### src/rtl/mem_xfer_sequencer.sv
// Strobe sequencer: fills memory A, idles a gap, then interleaves B writes with A/B increments.
// Define MEM_XFER_AUTO_RESTART_EN to make DONE loop straight back into FILL.
module mem_xfer_sequencer #(
  parameter int FILL_LEN = 8,
  parameter int GAP_LEN  = 2,
  parameter int XFER_LEN = 4,
  parameter int CNT_W    = 5
) (
  input  logic       clock,
  input  logic       reset,
  input  logic       start,
  input  logic       stall,
  output logic       weA,
  output logic       incA,
  output logic       weB,
  output logic       incB,
  output logic       busy,
  output logic       done,
  output logic [1:0] phase
);

  localparam logic [2:0] S_IDLE = 3'd0;
  localparam logic [2:0] S_FILL = 3'd1;
  localparam logic [2:0] S_GAP  = 3'd2;
  localparam logic [2:0] S_XFER = 3'd3;
  localparam logic [2:0] S_DONE = 3'd4;

  localparam logic [CNT_W-1:0] FILL_LAST = CNT_W'(FILL_LEN - 1);
  localparam logic [CNT_W-1:0] GAP_LAST  = CNT_W'((GAP_LEN == 0) ? 0 : GAP_LEN - 1);
  localparam logic [CNT_W-1:0] XFER_LAST = CNT_W'(2 * XFER_LEN - 1);
  localparam logic [2:0]       AFTER_FILL = (GAP_LEN == 0) ? S_XFER : S_GAP;

  logic [2:0]       state, state_nxt;
  logic [CNT_W-1:0] cnt, cnt_nxt;

  always_ff @(posedge clock) begin
    if (reset) begin
      state <= S_IDLE;
      cnt   <= '0;
    end else begin
      state <= state_nxt;
      cnt   <= cnt_nxt;
    end
  end

  // NOTE: both next-state signals take a hold default first so no path leaves them unassigned (no latch).
  always_comb begin
    state_nxt = state;
    cnt_nxt   = cnt;
    case (state)
      S_IDLE: begin
        if (start) begin
          state_nxt = S_FILL;
          cnt_nxt   = '0;
        end
      end
      S_FILL: begin
        if (!stall) begin
          if (cnt == FILL_LAST) begin
            state_nxt = AFTER_FILL;
            cnt_nxt   = '0;
          end else begin
            cnt_nxt = cnt + CNT_W'(1);
          end
        end
      end
      S_GAP: begin
        if (!stall) begin
          if (cnt == GAP_LAST) begin
            state_nxt = S_XFER;
            cnt_nxt   = '0;
          end else begin
            cnt_nxt = cnt + CNT_W'(1);
          end
        end
      end
      S_XFER: begin
        if (!stall) begin
          if (cnt == XFER_LAST) begin
            state_nxt = S_DONE;
            cnt_nxt   = '0;
          end else begin
            cnt_nxt = cnt + CNT_W'(1);
          end
        end
      end
      S_DONE: begin
`ifdef MEM_XFER_AUTO_RESTART_EN
        state_nxt = S_FILL;
`else
        state_nxt = S_IDLE;
`endif
        cnt_nxt = '0;
      end
      default: begin
        state_nxt = S_IDLE;
        cnt_nxt   = '0;
      end
    endcase
  end

  // Even transfer beats read A and write B; odd beats only advance B.
  logic in_fill, in_xfer, xfer_even, xfer_odd;
  assign in_fill   = (state == S_FILL);
  assign in_xfer   = (state == S_XFER);
  assign xfer_even = in_xfer && !cnt[0];
  assign xfer_odd  = in_xfer &&  cnt[0];

  // Stall is the only input allowed to reach the strobes combinationally.
  assign weA  = in_fill && !stall;
  assign incA = (in_fill || xfer_even) && !stall;
  assign weB  = xfer_even && !stall;
  assign incB = xfer_odd && !stall;

  assign busy = in_fill || in_xfer || (state == S_GAP);
  assign done = (state == S_DONE);

  always_comb begin
    case (state)
      S_FILL:  phase = 2'b01;
      S_GAP:   phase = 2'b10;
      S_XFER:  phase = 2'b11;
      default: phase = 2'b00;
    endcase
  end

endmodule

### config.mk
export PLATFORM = sky130hd
export DESIGN_NAME = mem_xfer_sequencer
export DESIGN_NICKNAME = d
export VERILOG_FILES = /design/src/rtl/mem_xfer_sequencer.sv
export SDC_FILE = /design/constraint.sdc
export NUM_CORES = 1
export LEC_CHECK = 0
export ABC_CLOCK_PERIOD_IN_PS = 2050
export BUFFER_PORTS_ARGS = -buffer_cell sky130_fd_sc_hd__buf_2
export CAP_MARGIN = 20
export CORE_AREA = 2 2 39 41
export DETAILED_ROUTE_END_ITERATION = 10
export DIE_AREA = 0 0 41 43
export SLEW_MARGIN = 20
export SYNTH_ARGS = -nofsm -noshare
export SYNTH_HDL_FRONTEND = slang
export SYNTH_SLANG_ARGS = --single-unit
### constraint.sdc
create_clock -name clock -period 2.05 [get_ports clock]
set_clock_uncertainty 0.2 [all_clocks]
set_input_delay 0.1025 -clock clock [delete_from_list [all_inputs] [get_ports clock]]
set_output_delay 0.1025 -clock clock [all_outputs]
set_load 0.005 [all_outputs]
==> results.py <==
metrics = {
    "routing": {
        "viasPerCell": 5.49,
        "vias": 527,
        "met3_length_um": 67,
        "drc": 0,
        "wl_per_cell_um": 12.8,
        "antenna_left": 0,
        "first_iter_violations": 13,
        "wl_mm": 1.23,
        "top_layer_used": "met4",
        "wl_met1_um": 582,
        "route.met2.wl_um": 561,
        "dr.pass1.iters": 4,
    },
    "power_and_ir_drop": {
        "cellPowerDensity_mw_per_mm2": 646,
        "intPower_w": 0.000281,
        "seq_power_share": 0.418,
        "cellLeakagePower_nw": 0.264,
        "peakVddDrop_mv": 0.242,
        "pwr-share-comb": 0.278,
        "p_switching_w": 0.000135,
        "swShare": 0.324,
        "clkPwrFrac": 0.305,
    },
    "logic_synthesis": {
        "syn_nets": 71,
        "ys.flop_type": "dfxtp_1",
        "synth_top_area_cell": "dfxtp_1",
        "synth_top_area_frac": 0.304,
        "post_synth_inst_count": 65,
        "synth_area_per_cell_um2": 8.10,
        "synth_edf_count": 0,
        "yosysUniqueCellTypes": 30,
        "yosysSeqAreaShare": 0.304,
        "yosysMostFrequentCell": "dfxtp_1",
        "synth.area.top_cells": "dfxtp_1, ha_1, nor2_1, a21oi_1, nand3_1",
        "ys_seq_elements": 8,
        "synth.top_cells.by_count": "dfxtp_1, nor2_1",
        "yosys_warnings": 0,
        "netlist_area_um2": 527,
        "async_flop_share": 0,
    },
    "place": {
        "gp_congestion": 0.742,
        "place_hpwl_um": 902,
        "dp.cells": 92,
        "numPortBuffers": 11,
    },
    "grt": {
        "grt_max_degree": 12,
        "grt_usage": 0.175,
        "grt_remaining_overflow": 0,
        "first_global_vias": 468,
        "grt_pass1_wl_mm": 2.06,
        "antenna_found_initial": 0,
    },
    "clock_tree": {
        "h-tree-depth": 1,
        "cts_buffers": 3,
        "root_buffer": "clkbuf_4",
        "clkTransAtPathRegs_ns": 0.06,
        "cts_num_sinks": 8,
        "post_cts_buffers": 0,
        "tritoncts": "built",
        "insertion_delay_ns": 0.26,
        "clock_path_buffers": 2,
    },
    "setup_path": {
        "worstPathRequired_ns": 2.04,
        "crit_path_max_fanout": 4,
        "end_kind": "flop",
        "critPathMaxStageDelay_ns": 0.51,
        "start_kind": "flop",
        "worst_path_max_delay_cell": "or4_4",
        "worstSetupPathType": "reg -> reg",
        "cp_cell_sequence": "inv_1 -> ha_1 -> nor4b_2 -> o32a_1 -> or4_4 -> a31oi_1",
        "arrival_ns": 1.94,
        "cp_num_buf_inv": 1,
        "cpLargestDelayFamily": "simple AND/OR/NAND/NOR gates",
    },
    "finish": {
        "finalNetCount": 88,
        "syn2layout_area_growth_pct": 22.3,
        "antennaDiodeCount": 0,
        "drive_above_1_share": 0.313,
        "final_cells": 96,
    },
    "timing": {
        "finalHoldViolCount": 0,
        "whs_ns": 0.0765,
        "final.period_utilization": 0.953,
        "slew_headroom": 0.574,
        "drv_slew": 0,
        "setup_viol": 0,
        "worst_pin_slew_ns": 0.637,
        "final.min_clock_period_ns": 1.95,
        "timing.fmax_mhz": 512,
    },
    "die": {
        "coreArea_mm2": 0.00138,
        "initial_core_util": 0.381,
        "rows": 14,
        "die_area_mm2": 0.00176,
        "die_x_um": 41,
        "ioPinCount": 12,
        "die_h_um": 43,
    },
    "flow_run": {
        "max_cap_viol_count": 0,
    },
    "outcome": {
        "status": "complete, no violations",
    },
    "hold_path": {
        "hold_class": "in -> reg",
    },
}
==> metal layers <==
metal | global-route usage | up-vias
met5 | 0 | -
met4 | 0.100 | 0
met3 | 0.0471 | 2
met2 | 0.241 | 15
met1 | 0.235 | 240
li1 | - | 270
==> worst reg2reg max path, cell delays in order (launching register included) <==
cell and delay [ns]:
dfxtp_2 0.35, inv_1 0.05, ha_1 0.16, nor4b_2 0.16, o32a_1 0.31, or4_4 0.51
a31oi_1 0.16
==> timing repair <==
| action | 4_1_cts | 5_1_grt |
|---|---|---|
| resized for setup | 0 | 2 |
| hold buffers | 1 | 0 |
| hold endpoints to repair | 7 | 0 |
| setup endpoints to repair | 0 | 2 |
==> logic make-up (layout without fill, tap and decap cells) <==
family	after synthesis	in the layout	synth area share
AND/OR/NAND/NOR	32	32	0.385
AO/OA/AOI/OAI	14	14	0.171
flip-flops	8	8	0.304
buffers and inverters	8	23	0.0760
adder cells (fa/ha/maj)	2	2	0.0475
XOR/XNOR	1	1	0.0166
==> cell usage in the layout (no fill, tap or decap), types with 2 or more instances in the layout <==
master | Yosys | layout
o32ai_1 | 2 | 2
nor4_1 | 2 | 2
a31oi_1 | 2 | 2
buf_2 | 2 | 11
buf_4 | 0 | 4
a22oi_1 | 2 | 2
nand2_1 | 4 | 4
dfxtp_1 | 8 | 7
nand2b_1 | 2 | 2
inv_1 | 4 | 4
ha_1 | 2 | 2
nor2_1 | 6 | 6
nand3_1 | 4 | 4
o21ai_0 | 3 | 3
a21oi_1 | 4 | 4
clkbuf_4 | 0 | 3
or3_1 | 2 | 2
==> power groups by stage <==
| stage | Sequential, W | Combinational, W | Clock (W) |
|---|---|---|---|
| CTS | 0.000174 | 0.000115 | 0.000132 |
| floorplan | 0.000176 | 0.0000674 | 0 |
| global placement | 0.000177 | 0.000113 | 0 |
| global route | 0.000177 | 0.000133 | 0.000144 |
| finish | 0.000174 | 0.000116 | 0.000127 |
| detailed placement | 0.000178 | 0.000113 | 0 |
==> sequential cells by signal, indices dropped and copies added, names as in the netlist <==
signal,flops
cnt,5
state,3
==> final cells by class <==
| type | count | area (µm²) |
|---|---|---|
| clock buffer | 3 | 22.5 |
| fill | 151 | 739 |
| inverter | 4 | 15.0 |
| multi-input combinational | 49 | 330 |
| sequential | 8 | 161 |
| tap | 16 | 20.0 |
| timing repair buffer | 16 | 95.1 |
==> per-stage QoR <==
step	power (W)	TNS, ns	cell area (µm²)	util	worst slack (ns)
global route	0.000454	-0.0144	644	0.466	-0.00734
CTS	0.000421	0	639	0.462	0.0673
global placement	0.000290	0	607	0.439	0.108
floorplan	0.000244	0	527	-	0.153
finish	0.000416	0	644	0.466	0.0961
detailed placement	0.000290	0	607	0.439	0.0738
==> final timing paths <==
| kind | slack, ns | endpoint | start | cells after the start |
|---|---|---|---|---|
| worst max-delay path | 0.1 | cnt[3] | cnt[1] | 6 |
| worst min-delay path | 0.08 | cnt[1] | stall | 4 |
| worst min register to register | 0.34 | cnt[4] | cnt[4] | 2 |
| worst max register to register | 0.1 | cnt[3] | cnt[1] | 6 |
Power figures use the tool's default switching activity.
